`src/rtl/pipe_ctrl_if.sv`:
```
// Handshake bundle between the pipeline datapath and the pipe_ctrl control unit.
// The datapath side (master) drives the ID-stage fields and ex_zero; pipe_ctrl (slave) returns the per-stage controls.
interface pipe_ctrl_if #(
    parameter int CNT_W = 16
);
    logic [5:0]       id_opcode;
    logic [4:0]       id_rs;
    logic [4:0]       id_rt;
    logic [4:0]       id_rd;
    logic             ex_zero;
    logic             pc_write;
    logic             ifid_write;
    logic             ifid_flush;
    logic             ex_RegDst;
    logic             ex_AluSrc;
    logic [3:0]       ex_ALUOp;
    logic             branch_taken;
    logic             mem_MemRead;
    logic             mem_MemWrite;
    logic             wb_RegWrite;
    logic             wb_MemtoReg;
    logic [4:0]       wb_waddr;
    logic             illegal_op;
    logic [CNT_W-1:0] stall_cnt;
    logic [CNT_W-1:0] flush_cnt;

    modport slave (
        input  id_opcode, id_rs, id_rt, id_rd, ex_zero,
        output pc_write, ifid_write, ifid_flush, ex_RegDst, ex_AluSrc, ex_ALUOp,
               branch_taken, mem_MemRead, mem_MemWrite, wb_RegWrite, wb_MemtoReg,
               wb_waddr, illegal_op, stall_cnt, flush_cnt
    );

    modport master (
        output id_opcode, id_rs, id_rt, id_rd, ex_zero,
        input  pc_write, ifid_write, ifid_flush, ex_RegDst, ex_AluSrc, ex_ALUOp,
               branch_taken, mem_MemRead, mem_MemWrite, wb_RegWrite, wb_MemtoReg,
               wb_waddr, illegal_op, stall_cnt, flush_cnt
    );
endinterface

```
`src/rtl/pipe_ctrl.sv`:
```
// Control unit for a 5-stage MIPS pipeline: ID decode, per-stage control registers,
// load-use stall and taken-branch flush detection, saturating stall/flush counters.
module pipe_ctrl #(
    parameter int CNT_W = 16
) (
    input  logic       clk,
    input  logic       reset,
    pipe_ctrl_if.slave bus
);
    localparam logic [5:0] OP_R    = 6'h00;
    localparam logic [5:0] OP_BEQ  = 6'h04;
    localparam logic [5:0] OP_ADDI = 6'h08;
    localparam logic [5:0] OP_LW   = 6'h23;
    localparam logic [5:0] OP_SW   = 6'h2B;

    // Each stage register only keeps the fields still needed downstream.
    typedef struct packed {
        logic       reg_dst;
        logic       alu_src;
        logic [3:0] alu_op;
        logic       branch;
        logic       mem_read;
        logic       mem_write;
        logic       reg_write;
        logic       mem_to_reg;
        logic [4:0] waddr;
    } idex_t;

    typedef struct packed {
        logic       mem_read;
        logic       mem_write;
        logic       reg_write;
        logic       mem_to_reg;
        logic [4:0] waddr;
    } exmem_t;

    typedef struct packed {
        logic       reg_write;
        logic       mem_to_reg;
        logic [4:0] waddr;
    } memwb_t;

    localparam logic [CNT_W-1:0] CNT_MAX = {CNT_W{1'b1}};
    localparam logic [CNT_W-1:0] CNT_ONE = {{(CNT_W-1){1'b0}}, 1'b1};

    idex_t            dec_s;
    logic             illegal_s;
    logic             uses_rt_s;
    logic             load_use_s;
    logic             branch_taken_s;
    logic             stall_s;
    logic             bubble_s;
    idex_t            idex_r;
    exmem_t           exmem_r;
    memwb_t           memwb_r;
    logic [CNT_W-1:0] stall_cnt_r;
    logic [CNT_W-1:0] flush_cnt_r;

    // ID-stage opcode decode into the control bundle plus destination register
    always_comb begin
        dec_s     = '0;
        illegal_s = 1'b0;
        uses_rt_s = 1'b0;
        case (bus.id_opcode)
            OP_R: begin
                dec_s.reg_dst   = 1'b1;
                dec_s.alu_op    = 4'b0010;
                dec_s.reg_write = 1'b1;
                uses_rt_s       = 1'b1;
            end
            OP_LW: begin
                dec_s.alu_src    = 1'b1;
                dec_s.mem_read   = 1'b1;
                dec_s.mem_to_reg = 1'b1;
                dec_s.reg_write  = 1'b1;
                dec_s.alu_op     = 4'b0000;
            end
            OP_SW: begin
                dec_s.alu_src   = 1'b1;
                dec_s.mem_write = 1'b1;
                dec_s.alu_op    = 4'b0000;
                uses_rt_s       = 1'b1;
            end
            OP_BEQ: begin
                dec_s.branch = 1'b1;
                dec_s.alu_op = 4'b0001;
                uses_rt_s    = 1'b1;
            end
            OP_ADDI: begin
                dec_s.alu_src   = 1'b1;
                dec_s.reg_write = 1'b1;
                dec_s.alu_op    = 4'b0000;
            end
            default: begin
                illegal_s = 1'b1;
            end
        endcase
        // An unknown opcode travels as a pure NOP, destination included.
        if (illegal_s) begin
            dec_s.waddr = 5'd0;
        end else begin
            dec_s.waddr = dec_s.reg_dst ? bus.id_rd : bus.id_rt;
        end
    end

    assign load_use_s = idex_r.mem_read && (idex_r.waddr != 5'd0) &&
                        ((idex_r.waddr == bus.id_rs) ||
                         ((idex_r.waddr == bus.id_rt) && uses_rt_s));
    assign branch_taken_s = idex_r.branch & bus.ex_zero;
    // A taken branch discards the dependent instruction anyway, so it overrides the stall.
    assign stall_s  = load_use_s & ~branch_taken_s;
    assign bubble_s = stall_s | branch_taken_s;

    // Control bundle advances one stage per clock; a bubble replaces the ID entry on stall/flush
    always_ff @(posedge clk or posedge reset) begin
        if (reset) begin
            idex_r  <= '0;
            exmem_r <= '0;
            memwb_r <= '0;
        end else begin
            idex_r  <= bubble_s ? idex_t'('0) : dec_s;
            exmem_r <= '{mem_read:   idex_r.mem_read,
                         mem_write:  idex_r.mem_write,
                         reg_write:  idex_r.reg_write,
                         mem_to_reg: idex_r.mem_to_reg,
                         waddr:      idex_r.waddr};
            memwb_r <= '{reg_write:  exmem_r.reg_write,
                         mem_to_reg: exmem_r.mem_to_reg,
                         waddr:      exmem_r.waddr};
        end
    end

    // Saturating performance counters for stall cycles and taken-branch flushes
    always_ff @(posedge clk or posedge reset) begin
        if (reset) begin
            stall_cnt_r <= '0;
            flush_cnt_r <= '0;
        end else begin
            if (stall_s && (stall_cnt_r != CNT_MAX)) begin
                stall_cnt_r <= stall_cnt_r + CNT_ONE;
            end
            if (branch_taken_s && (flush_cnt_r != CNT_MAX)) begin
                flush_cnt_r <= flush_cnt_r + CNT_ONE;
            end
        end
    end

    assign bus.pc_write     = ~stall_s;
    assign bus.ifid_write   = ~stall_s;
    assign bus.ifid_flush   = branch_taken_s;
    assign bus.branch_taken = branch_taken_s;
    assign bus.illegal_op   = illegal_s;
    assign bus.ex_RegDst    = idex_r.reg_dst;
    assign bus.ex_AluSrc    = idex_r.alu_src;
    assign bus.ex_ALUOp     = idex_r.alu_op;
    assign bus.mem_MemRead  = exmem_r.mem_read;
    assign bus.mem_MemWrite = exmem_r.mem_write;
    // Writes to $zero are suppressed at the register-file port.
    assign bus.wb_RegWrite  = memwb_r.reg_write & (memwb_r.waddr != 5'd0);
    assign bus.wb_MemtoReg  = memwb_r.mem_to_reg;
    assign bus.wb_waddr     = memwb_r.waddr;
    assign bus.stall_cnt    = stall_cnt_r;
    assign bus.flush_cnt    = flush_cnt_r;
endmodule

```
`src/flat_wrapper.sv`:
```
// flat-port wrapper written by rule: the top's interface ports become plain ports
module pipe_ctrl_flat 
#(
    parameter int CNT_W = 16
)
  (clk, reset, bus_id_opcode, bus_id_rs, bus_id_rt, bus_id_rd, bus_ex_zero, bus_pc_write, bus_ifid_write, bus_ifid_flush, bus_ex_RegDst, bus_ex_AluSrc, bus_ex_ALUOp, bus_branch_taken, bus_mem_MemRead, bus_mem_MemWrite, bus_wb_RegWrite, bus_wb_MemtoReg, bus_wb_waddr, bus_illegal_op, bus_stall_cnt, bus_flush_cnt);
  pipe_ctrl_if #(.CNT_W(CNT_W)) bus_i ();
  input  logic clk;
  input  logic reset;
  input wire logic [$bits(bus_i.id_opcode)-1:0] bus_id_opcode;
  input wire logic [$bits(bus_i.id_rs)-1:0] bus_id_rs;
  input wire logic [$bits(bus_i.id_rt)-1:0] bus_id_rt;
  input wire logic [$bits(bus_i.id_rd)-1:0] bus_id_rd;
  input wire logic [$bits(bus_i.ex_zero)-1:0] bus_ex_zero;
  output wire logic [$bits(bus_i.pc_write)-1:0] bus_pc_write;
  output wire logic [$bits(bus_i.ifid_write)-1:0] bus_ifid_write;
  output wire logic [$bits(bus_i.ifid_flush)-1:0] bus_ifid_flush;
  output wire logic [$bits(bus_i.ex_RegDst)-1:0] bus_ex_RegDst;
  output wire logic [$bits(bus_i.ex_AluSrc)-1:0] bus_ex_AluSrc;
  output wire logic [$bits(bus_i.ex_ALUOp)-1:0] bus_ex_ALUOp;
  output wire logic [$bits(bus_i.branch_taken)-1:0] bus_branch_taken;
  output wire logic [$bits(bus_i.mem_MemRead)-1:0] bus_mem_MemRead;
  output wire logic [$bits(bus_i.mem_MemWrite)-1:0] bus_mem_MemWrite;
  output wire logic [$bits(bus_i.wb_RegWrite)-1:0] bus_wb_RegWrite;
  output wire logic [$bits(bus_i.wb_MemtoReg)-1:0] bus_wb_MemtoReg;
  output wire logic [$bits(bus_i.wb_waddr)-1:0] bus_wb_waddr;
  output wire logic [$bits(bus_i.illegal_op)-1:0] bus_illegal_op;
  output wire logic [$bits(bus_i.stall_cnt)-1:0] bus_stall_cnt;
  output wire logic [$bits(bus_i.flush_cnt)-1:0] bus_flush_cnt;
  assign bus_i.id_opcode = bus_id_opcode;
  assign bus_i.id_rs = bus_id_rs;
  assign bus_i.id_rt = bus_id_rt;
  assign bus_i.id_rd = bus_id_rd;
  assign bus_i.ex_zero = bus_ex_zero;
  assign bus_pc_write = bus_i.pc_write;
  assign bus_ifid_write = bus_i.ifid_write;
  assign bus_ifid_flush = bus_i.ifid_flush;
  assign bus_ex_RegDst = bus_i.ex_RegDst;
  assign bus_ex_AluSrc = bus_i.ex_AluSrc;
  assign bus_ex_ALUOp = bus_i.ex_ALUOp;
  assign bus_branch_taken = bus_i.branch_taken;
  assign bus_mem_MemRead = bus_i.mem_MemRead;
  assign bus_mem_MemWrite = bus_i.mem_MemWrite;
  assign bus_wb_RegWrite = bus_i.wb_RegWrite;
  assign bus_wb_MemtoReg = bus_i.wb_MemtoReg;
  assign bus_wb_waddr = bus_i.wb_waddr;
  assign bus_illegal_op = bus_i.illegal_op;
  assign bus_stall_cnt = bus_i.stall_cnt;
  assign bus_flush_cnt = bus_i.flush_cnt;
  pipe_ctrl #(.CNT_W(CNT_W)) u_core (.clk(clk), .reset(reset), .bus(bus_i));
endmodule
```
`config.mk`:
```
export PLATFORM = sky130hd
export DESIGN_NAME = pipe_ctrl_flat
export DESIGN_NICKNAME = d
export VERILOG_FILES = /design/src/rtl/pipe_ctrl_if.sv /design/src/rtl/pipe_ctrl.sv /design/src/flat_wrapper.sv
export SDC_FILE = /design/constraint.sdc
export NUM_CORES = 1
export LEC_CHECK = 0
export CAP_MARGIN = 15
export CORE_UTILIZATION = 48
export DETAILED_ROUTE_END_ITERATION = 8
export GPL_TIMING_DRIVEN = 1
export PLACE_DENSITY = 0.8
export SYNTH_ARGS = -nofsm -noshare
export SYNTH_HDL_FRONTEND = slang
export SYNTH_SLANG_ARGS = --single-unit
```
`constraint.sdc`:
```
create_clock -name clk -period 2.7 [get_ports clk]
set_input_delay 0.54 -clock clk [delete_from_list [all_inputs] [get_ports clk]]
set_output_delay 0.54 -clock clk [all_outputs]
set_load 0.01 [all_outputs]
```
**Yosys cells after proc, flatten, opt, wreduce, memory -nomap -nowiden**

Cells that the tools add are included.

- Register bits after elaboration: 64
- Input port bits: 24
- Output and inout bits: 52

- Add/sub/neg operators: 2
- Equal/unequal tests: 8
- Multiplexer cells: 12
- Bitwise gates (word level): 6
- Reductions and logical operators: 13

Operator list:

| kind | number |
|---|---|
| adder 16 x 1 -> 16 bit (second input constant) | 2 |
| != test 16 bit (second input constant) | 2 |
| two-way mux 16 bit | 1 |
| == test 6 bit (second input constant) | 2 |
| == test 5 bit | 2 |
| two-way mux 5 bit | 2 |
| nonzero test 5 bit | 2 |
| OR reduction 3 bit | 3 |
| two-way mux 1 bit | 8 |
| == test 6 x 3 -> 1 bit (second input constant) | 1 |
| == test 6 x 4 -> 1 bit (second input constant) | 1 |
| zero test 6 bit | 1 |
| logical AND 1 bit | 5 |
| OR reduction 5 bit | 1 |
| one-hot mux 2 bit (2 select lines) | 1 |
| bitwise AND 1 bit | 3 |
| inverter 1 bit | 2 |
| logical OR 1 bit | 1 |
| OR 1 bit | 1 |

**Longest topological paths before layout**

Gate-level depths: netlist (run 1).

- Depth after elaboration: 9
- Mapped depth: 7
- Gate-level depth less buffers: 7

**Worst setup path after synthesis (run 1)**

Ideal clock, no wire load.

- Kind: input -> output
- Start point: input port bus_id_opcode[1]
- End point: output port bus_pc_write
- Arrival time: 1752 ps
- Required time: 2160 ps
- Setup slack: 408 ps
- Cell stages on the path: 6
- Buffers on the path: 1
- Path through: or4_4 > o21ai_2 > and4_4 > o21a_4 > inv_4 > buf_4

- Cells in the longest elaborated chain, start to end: 8

RTL lines:

| what | RTL line | text |
|---|---|---|
| start: declaration | flat_wrapper.sv:10 | `input wire logic [$bits(bus_i.id_opcode)-1:0] bus_id_opcode;` |
| == test 6 x 3 -> 1 bit (tied with other cells) | pipe_ctrl.sv:64 | `case (bus.id_opcode)` |
| OR reduction 3 bit (no line) * | n/a |  |
| two-way mux 1 bit * | pipe_ctrl.sv:64 |  |
| logical AND 1 bit * | pipe_ctrl.sv:108 | `((idex_r.waddr == bus.id_rt) && uses_rt_s));` |
| logical OR 1 bit * | pipe_ctrl.sv:107 | `((idex_r.waddr == bus.id_rs) \|\|` |
| logical AND 1 bit * | pipe_ctrl.sv:106 | `assign load_use_s = idex_r.mem_read && (idex_r.waddr != 5'd0) &&` |
| bitwise AND 1 bit * | pipe_ctrl.sv:111 | `assign stall_s = load_use_s & ~branch_taken_s;` |
| inverter 1 bit * | n/a |  |
| end: declaration | flat_wrapper.sv:15 | `output wire logic [$bits(bus_i.pc_write)-1:0] bus_pc_write;` |

Every way passes the cells marked *; elsewhere a longest branch is shown, timed or not.

**Worst setup path after layout (run 1)**

- Start point: input port bus_id_opcode[2]
- End point: output port bus_illegal_op

- Cells in the longest elaborated chain, start to end: 3

RTL lines:

| what | RTL line | text |
|---|---|---|
| == test 6 x 3 -> 1 bit (tied with other cells) | pipe_ctrl.sv:64 |  |
| OR reduction 5 bit (no line) * | n/a |  |
| two-way mux 1 bit * | pipe_ctrl.sv:64 |  |
| end: declaration | flat_wrapper.sv:27 | `output wire logic [$bits(bus_i.illegal_op)-1:0] bus_illegal_op;` |

Marked as above.

==> summary.md, run 1 <==
| Metric | Value |
|---|---|
| Hold_ws | 0.3505 ns |
| Max Root-Sink Buffers | 2 |
| Worst EP arrival | between 2 and 2.5 ns |
| Final WL | 5.672 mm |
| Pwr Density | 501.8 mW/mm^2 |
| Post-route cell area | ~0.0038 mm^2 |
| DRC viols | 0 |
| Synth warn | 0 |
| Io pins | 76 |
| Die Area | between 0.006 and 0.007 mm^2 |
| Hold Buf Count CTS | 0 |
| Status | complete, no violations |
| DR iter-0 viols | 121 |
| Leading cell types by count after synthesis | 60 x dfrtp_1, 22 x xnor2_1, 20 x nand2_1 |
| Final Skew | approximately 0.014 ns |
| First-pass GRT wire length | 9.246 mm |
| Placer Congestion | around 0.84 |
| CTS H-tree lvls | 3 |
| Seq/Total Area, Yosys | 0.5492 |
| DR vias/cell | 5.192 |
| Core Area | 0.005507 mm^2 |
| Synth Area in Compound Gates | 0.05034 |
| Port Buffer Count | 73 |
| Final setup fails | 0 |
| Vias in the first global route | 1984 |
| Synth Cell Area | between 0.002 and 0.003 mm^2 |
| P&R area growth vs syn | 40.64% |
| Rows | 27 |
| Setup TNS | 0 ns |
| Mux cell area share after synthesis | 0.03204 |
| Synth Area in XOR/XNOR | 0.1185 |
| Starting Density | 0.4965 |
| CTS Buf Count | 9 |
| Share of layout cells above drive strength 1 | 0.1493 |
| GRT Util Overall | 0.2059 |
| Total grt overflow | 0 |
| Placed cell area | roughly 0.0036 mm^2 |
| CP Cell Sequence | clkdlybuf4s50_1 -> buf_4 -> nand2_1 -> nand2_1 -> o21ai_0 -> nand2b_1 -> clkdlybuf4s50_1 |
| Worst-Margin Slew | 0.6755 ns |
| Top-area cell type share of the netlist area | 0.5492 |
| Max-slew violations | 0 |
| Initial DRT Pass Iterations | 4 |
| Slowest CP cell | clkdlybuf4s50_1 |
| Synth Flop Type | dfrtp_1 |
| Final Hold Viols | 0 |
| Dpl hpwl | a little over 4 mm |
| Clock transition at the registers of the reported paths | 0.06 ns |
| Slew Limit Headroom | 0.5380 |
| Startpoint Class | input pin |
| Post-synthesis adder-cell area fraction | 0.009153 |
| Area leader, netlist | dfrtp_1 |
| Synth Instances | 242 |
| Cells taking the most area after synthesis | dfrtp_1 55%, xnor2_1 7.0%, xor2_1 4.8% |
| Worst skew pair latency | about 0.34 ns |
| Critical Path RT | around 2.2 ns |
| Most numerous cell in the Yosys netlist | dfrtp_1 |
| Fin crit period | approximately 2.6 ns |
| Async set-reset flop share out of synthesis | 1.000 |
| Initial antenna violation count | 0 |
| Fmax | 0.3794 GHz |
| Crit. End Element | primary output |
| Avg WL per Cell | 13.94 um |
| Syn Area/Cell | 11.30 um^2 |
| Die H | just under 80 um |
| Min-Delay Path Class | flip-flop to flip-flop |
| Post-synthesis cell type count | between 40 and 50 |
| Simple-gate area share of the yosys netlist | 0.1927 |
| Max stage delay on crit path | 0.55 ns |
| Final Cycle Share | 0.9763 |
| Final design utilization | 0.6983 |
| P_leak | 0.001801 uW |
| VDD IR max | between 0.3 and 0.4 mV |
| Final antenna-violating net count | 0 |
| Peak fanout along the critical path | 9 |
| #FFs+latches synth | 60 |
| Largest net degree at the start of global routing | 61 |
| Root Buffer | clkbuf_8 |
| CTS tree | built |
| ANT cells | 0 |
| Crit path kind | input pin to primary output |
| DR vias | 2113 |
| Die Width | 77.47 um |
| Post-synth EDFFs | 0 |
| Clk sink count | 60 |
| Layout Nets | between 300 and 400 |
| Largest family of logic cells by synthesized area | simple AND/OR/NAND/NOR gates |
| Number of max-cap violations | 0 |
==> cell usage in the layout, fill, tap and decap left out, drive strengths merged, types with 3 or more instances in the layout <==
master         Yosys  layout
nand4              6       6
nor2              16      16
inv                7       7
nor4b              3       3
dlygate4sd2        0       3
nand3             14      14
and3               3       3
nand2             21      21
o21ai              5       5
buf               12      18
or4                3       3
xor2              15      15
mux2i              5       5
and4               5       5
nor3              15      15
xnor2             22      22
clkdlybuf4s50      0      66
clkbuf             3      10
nor4               4       4
dfrtp             60      60
mux2               3       3
a21oi              3       3
==> area by class of cell <==
type / instances / area [um^2]
clock buffer: 10 / 127.6
clock inverter: 6 / 88.84
fill: 417 / 1662
inverter: 7 / 28.78
multi-input combinational: 161 / 1114
sequential: 60 / 1501
tap: 72 / 90.09
timing repair buffer: 91 / 894.6
==> what timing repair did <==
action | 4_1_cts | 5_1_grt
setup buffers | 1 | 1
resized for setup | 9 | 3
endpoints found under the setup margin | 2 | 2
pin swaps | 1 | 3
==> state kept, by name, indices dropped and copies added, names as in the netlist <==
register / cells
u_core.bus.flush_cnt: 16
u_core.bus.stall_cnt: 16
u_core.idex_r: 9
u_core.exmem_r: 6
u_core.bus.wb_waddr: 5
u_core.bus.ex_ALUOp: 2
u_core.bus.ex_AluSrc: 1
u_core.bus.ex_RegDst: 1
u_core.bus.mem_MemRead: 1
u_core.bus.mem_MemWrite: 1
u_core.bus.wb_MemtoReg: 1
u_core.memwb_r: 1
==> worst max-delay path: cells and delay by family <==
kind,cells,cell delay (ns)
buf+inv,3,1.20
simple gates,3,0.25
compound gates,1,0.10
==> worst paths after layout <==
path / start / end / slack (ns) / cells after the start
worst max-delay path: bus_id_opcode[2] / bus_illegal_op / 0.06 / 7
worst min-delay path: u_core.exmem_r[3] / u_core.bus.wb_waddr[3] / 0.35 / 0
worst max register to register: u_core.idex_r[3] / u_core.bus.stall_cnt[1] / 0.50 / 7
worst min register to register: u_core.exmem_r[3] / u_core.bus.wb_waddr[3] / 0.35 / 0
max in group asynchronous: reset / u_core.bus.stall_cnt[14] / 1.88 / 3
min in group asynchronous: reset / u_core.bus.ex_RegDst / 0.57 / 3
==> metal layers <==
metal  wire (um)  track usage
met5           0            0
met4          74       0.1132
met3         303      0.06000
met2        2784       0.3230
met1        2509       0.2550
==> kinds of logic (layout without fill, tap and decap cells) <==
kind of cell,count (synthesis),count (layout)
and+or+nand+nor,95,95
DFF,60,60
xor gates and xnor gates,37,37
buffers and inverters,22,114
AOI/OAI and AO/OA,17,17
muxes,8,8
adders and majority gates,2,2
other,1,2
==> per-stage QoR <==
step	std cells	worst slack, ns	total power (uW)
floorplan	243	0.4083	993.8
global placement	389	-0.3799	1068
detailed placement	389	-0.4001	1073
finish	407	0.06412	1929
CTS	406	0.02957	1951
global route	407	-0.001197	2010
==> where the power goes <==
group          internal [uW]  switching (uW)  total, uW
sequential               912            12.0        924
combinational           71.4            58.3        130
clock                    519             356        875
Power figures use the tool's default switching activity.
==> inputs of run 2 (changes only) <==
--- a/config.mk
+++ b/config.mk
@@ -6,10 +6,11 @@
 export NUM_CORES = 1
 export LEC_CHECK = 0
 export CAP_MARGIN = 15
-export CORE_UTILIZATION = 48
+export CORE_UTILIZATION = 55
 export DETAILED_ROUTE_END_ITERATION = 8
+export DONT_BUFFER_PORTS = 1
 export GPL_TIMING_DRIVEN = 1
-export PLACE_DENSITY = 0.8
+export PLACE_DENSITY = 0.7
 export SYNTH_ARGS = -nofsm -noshare
 export SYNTH_HDL_FRONTEND = slang
 export SYNTH_SLANG_ARGS = --single-unit
==> summary.md, run 2 (same netlist as run 1, synthesis figures left out) <==
| Metric | Value |
|---|---|
| Share of layout cells above drive strength 1 | 0.1336 |
| DR iter-0 viols | 92 |
| Root Buffer | clkbuf_8 |
| DRC viols | 0 |
| VDD IR max | around 0.45 mV |
| Clock transition at the registers of the reported paths | roughly 0.07 ns |
| Peak fanout along the critical path | 8 |
| Final Hold Viols | 0 |
| Final setup fails | 0 |
| Final Skew | 0.008091 ns |
| Most common cell after layout, fill and taps aside | dfrtp_1 |
| Layout Nets | 268 |
| CTS tree | built |
| Sequential power share | 0.515 |
| Dpl hpwl | approximately 3.5 mm |
| Clock share of power | 0.455 |
| P&R area growth vs syn | 7.918% |
| Core Area | 0.004755 mm^2 |
| Crit. End Element | primary output |
| Max Root-Sink Buffers | 2 |
| Placer Congestion | 0.8315 |
| Fmax | 0.4130 GHz |
| Largest net degree at the start of global routing | 25 |
| Min-Delay Path Class | input pin to asynchronous set/reset pin |
| Max-slew violations | 0 |
| Vias in the first global route | 1736 |
| Die H | 72.51 um |
| Number of max-cap violations | 0 |
| Rows | 25 |
| Initial DRT Pass Iterations | 4 |
| Critical Path RT | around 2.2 ns |
| CTS resizes | 0 |
| Avg WL per Cell | 15.02 um |
| Total grt overflow | 0 |
| Sw Share | 0.2397 |
| Switching pwr | 432.7 uW |
| Post-CTS Setup Inserts | 0 |
| Die Width | 72.51 um |
| Final Cycle Share | 0.8969 |
| Pwr Density | 611.8 mW/mm^2 |
| Most frequent cells in the layout | 60 x dfrtp_1, 22 x xnor2_1, 20 x nand2_1 |
| Worst skew pair latency | 0.33 ns |
| Startpoint Class | flip-flop |
| Clk sink count | 60 |
| GRT Util Overall | 0.1987 |
| First-pass GRT wire length | 7.762 mm |
| P_leak | 0.001426 uW |
| Initial antenna violation count | 0 |
| Hold Buf Count CTS | 0 |
| Worst EP arrival | about 1.9 ns |
| Starting Density | 0.5750 |
| Die Area | 0.005257 mm^2 |
| ANT cells | 0 |
| DR vias/cell | around 5.6 |
| Gate power share | 0.030 |
| Worst Slack Setup Final | around 0.28 ns |
| Final WL | 4.716 mm |
| Pre-CTS setup slack | 0.4512 ns |
| Port Buffer Count | 0 |
| Final antenna-violating net count | 0 |
| Pint | 1372 uW |
| Fin crit period | roughly 2.4 ns |
| CTS Buf Count | 9 |
| Setup TNS | 0 ns |
| Status | complete, no violations |
| DR vias | ~1700 |
| Io pins | 76 |
| Crit path kind | flip-flop to primary output |
| RSZ-0062 raised after global routing | false |
| CTS H-tree lvls | 3 |
## run 2: cell count changes in the layout (fill, tap and decap cells not counted), sizes merged, moves of 2 or more
cell / previous run / this run
buf: 18 / 3
clkdlybuf4s15: 2 / 0
clkdlybuf4s50: 66 / 0
dlygate4sd2: 3 / 0
dlymetal6s2s: 2 / 0
inv: 7 / 11
## run 2: per-layer routing
metal	vias up	routed length, um	global-route usage	part of all wire
li1	833	-	-	-
met1	848	2149	0.2505	0.46
met2	56	2123	0.2897	0.45
met3	8	358	0.07778	0.076
met4	0	85	0.1176	0.018
met5	-	0	0	0
## run 2: per-stage QoR
stage | instance area (um^2) | total power [uW] | cells | util | hold WS, ns
5_1_grt | 2950 | 1882 | 314 | 0.6205 | 0.1378
2_1_floorplan | 2738 | 993.8 | 243 | - | 0.3312
3_3_place_gp | 2745 | 1001 | 298 | 0.5774 | 0.3333
6_report | 2950 | 1805 | 314 | 0.6205 | 0.1057
3_5_place_dp | 2745 | 1002 | 298 | 0.5774 | 0.3363
4_1_cts | 2950 | 1832 | 314 | 0.6205 | 0.1078
## run 2: final cells by class
type                            count  area (um^2)
Clock inverter                      7        81.33
Sequential cell                    60         1501
Fill cell                         395         1804
Clock buffer                        9        123.9
Multi-Input combinational cell    161         1109
Tap cell                           67        83.83
Inverter                            7        28.78
Timing Repair Buffer                3        22.52
## run 2: worst paths after layout
check | slack [ns] | cells after the start | endpoint | from
max in group asynchronous | 1.97 | 2 | u_core.idex_r[1] | reset
min in group clk | 0.27 | 1 | u_core.idex_r[7] | bus_id_opcode[2]
hold / removal | 0.11 | 1 | u_core.bus.stall_cnt[14] | reset
setup reg to reg | 0.59 | 4 | u_core.bus.ex_AluSrc | u_core.idex_r[0]
setup / recovery | 0.28 | 5 | bus_pc_write | u_core.idex_r[1]
hold reg to reg | 0.35 | 0 | u_core.exmem_r[6] | u_core.idex_r[6]
## run 2: critical path, cell delays in order (launching register included)
cell and delay (ns):
dfrtp_1 0.46, xor2_1 0.19, nor4_1 0.32, and4_4 0.31, o21a_4 0.19, inv_4 0.08
## run 2: power groups by stage
stage               sequential [uW]  combinational, uW  clock (uW)
finish                          929               54.0         822
global route                    931               63.0         888
detailed placement              947               55.5           0
CTS                             929               55.5         847
floorplan                       941               52.6           0
global placement                946               54.7           0
==> inputs of run 3 (changes only) <==
--- a/config.mk
+++ b/config.mk
@@ -6,11 +6,11 @@
 export NUM_CORES = 1
 export LEC_CHECK = 0
 export CAP_MARGIN = 15
-export CORE_UTILIZATION = 55
+export CORE_MARGIN = 8
+export CORE_UTILIZATION = 25
 export DETAILED_ROUTE_END_ITERATION = 8
 export DONT_BUFFER_PORTS = 1
 export GPL_TIMING_DRIVEN = 1
-export PLACE_DENSITY = 0.7
 export SYNTH_ARGS = -nofsm -noshare
 export SYNTH_HDL_FRONTEND = slang
 export SYNTH_SLANG_ARGS = --single-unit
==> summary.md, run 3 (same netlist as run 1, synthesis figures left out) <==
| Metric | Value |
|---|---|
| Tot Pwr | 1791 uW |
| Flip-flop and latch area | 0.001501 mm^2 |
| Post-CTS Setup Inserts | 0 |
| Worst EP arrival | 1.87 ns |
| Pwr Density | between 500 and 600 mW/mm^2 |
| CTS tree | built |
| ANT cells | 0 |
| Startpoint Class | flip-flop |
| Die Width | 120.6 um |
| DR vias | between 1500 and 2000 |
| Fin crit period | ~2.4 ns |
| Crit path kind | flip-flop to primary output |
| CTS Buf Count | 9 |
| Final WL | 6.269 mm |
| Crit path depth | 4 |
| CTS H-tree lvls | 3 |
| Clk sink count | 60 |
| Vias in the first global route | 1776 |
| Core Area | 0.01075 mm^2 |
| Most frequent cells in the layout | 60 x dfrtp_1, 22 x xnor2_1, 20 x nand2_1 |
| DR vias/cell | 4.619 |
| RSZ-0062 raised after global routing | false |
| Total grt overflow | 0 |
| Max stage delay on crit path | 0.56 ns |
| Io pins | 76 |
| Critical Path RT | 2.16 ns |
| Fmax | a little over 0.4 GHz |
| DR iter-0 viols | 200 |
| Port Buffer Count | 0 |
| R2R Setup Slk | 0.65 ns |
| Footprint of the multi-input gates | 0.001109 mm^2 |
| Setup TNS | 0 ns |
| CTS resizes | 0 |
| Buf/Inv on CP | 1 |
| Root Buffer | clkbuf_8 |
| R2r worst-path depth | 6 |
| Avg WL per Cell | 16.16 um |
| DRC viols | 0 |
| Clock transition at the registers of the reported paths | 0.07 ns |
| Final Hold Viols | 0 |
| Hold_ws | roughly 0.26 ns |
| Worst skew pair latency | 0.34 ns |
| Final design utilization | 0.2837 |
| CP Cell Sequence | or4_1 -> o211a_1 -> o21a_4 -> inv_4 |
| Final antenna-violating net count | 0 |
| Number of max-cap violations | 0 |
| First-pass GRT wire length | slightly below 10 mm |
| Slowest CP cell | or4_1 |
| Initial DRT Pass Iterations | 4 |
| Starting Density | 0.2544 |
| Status | complete, no violations |
| Crit. End Element | primary output |
| P&R area growth vs syn | 11.49% |
| Layout Nets | 269 |
| GRT Util Overall | 0.09018 |
| Final setup fails | 0 |
| Largest net degree at the start of global routing | 32 |
| Peak fanout along the critical path | 8 |
| Pre-CTS setup slack | 0.4457 ns |
| Worst Slack Setup Final | roughly 0.29 ns |
| Die Area | approximately 0.015 mm^2 |
| VDD IR max | 0.1895 mV |
| P_leak | 0.001427 uW |
| Placer Congestion | 0.7670 |
| Worst hold path depth | 1 |
| Final Cycle Share | 0.8928 |
| Filler cell count | roughly 1100 |
| CP delay by family, top | simple AND/OR/NAND/NOR gates |
| Rows | 38 |
| Share of layout cells above drive strength 1 | 0.1331 |
| Max Root-Sink Buffers | 2 |
| Die H | 120.6 um |
| Dpl hpwl | roughly 4.9 mm |
| Final Skew | 0.007779 ns |
| Most common cell after layout, fill and taps aside | dfrtp_1 |
| Min-Delay Path Class | input pin to flip-flop |
| Max-slew violations | 0 |
| Initial antenna violation count | 0 |
[run 3: cell types whose count changed in the layout (fill, tap and decap cells not counted), sizes merged]
cell | before | now
clkinv | 1 | 3
clkbuf | 9 | 10
inv | 11 | 7
clkinvlp | 1 | 2
dlygate4sd3 | 0 | 1
[run 3: through the flow]
stage / instances / cell area [um^2]
3_3_place_gp: 371 / 2836
5_1_grt: 388 / 3048
2_1_floorplan: 243 / 2738
4_1_cts: 388 / 3048
3_5_place_dp: 371 / 2836
6_report: 388 / 3048
[run 3: layout make-up]
class                      instances  share of cell area
clock buffer                      10             0.04516
clock inverter                     6             0.02094
inverter                           7            0.009442
sequential                        60              0.4926
multi-input combinational        161              0.3637
timing repair buffer               4             0.01067
tap                              140             0.05747
[run 3: worst paths after layout]
kind                                    from                       to
hold / removal              bus_id_opcode[2]         u_core.idex_r[6]
max in group asynchronous              reset        u_core.memwb_r[6]
hold reg to reg            u_core.exmem_r[4]   u_core.bus.wb_waddr[4]
setup / recovery            u_core.idex_r[0]             bus_pc_write
setup reg to reg            u_core.idex_r[0]  u_core.bus.stall_cnt[9]
min in group asynchronous              reset  u_core.bus.stall_cnt[9]
[run 3: timing repair]
item	in CTS	in global routing
hold buffers	1	0
setup endpoints to repair	0	0
endpoints found under the hold margin	8	0
[run 3: report_power, final]
| part | total (uW) | switching [uW] | internal (uW) |
|---|---|---|---|
| combinational | 55.5 | 33.8 | 21.7 |
| sequential | 931 | 18.8 | 912 |
| clock | 804 | 356 | 449 |
| total | 1790 | 408 | 1380 |
[run 3: metal layers]
layer,GRT usage,vias up,wire length [um]
li1,-,833,-
met1,0.08720,891,2271
met2,0.1355,56,2892
met3,0.06527,12,948
met4,0.05855,0,157
met5,0,-,0
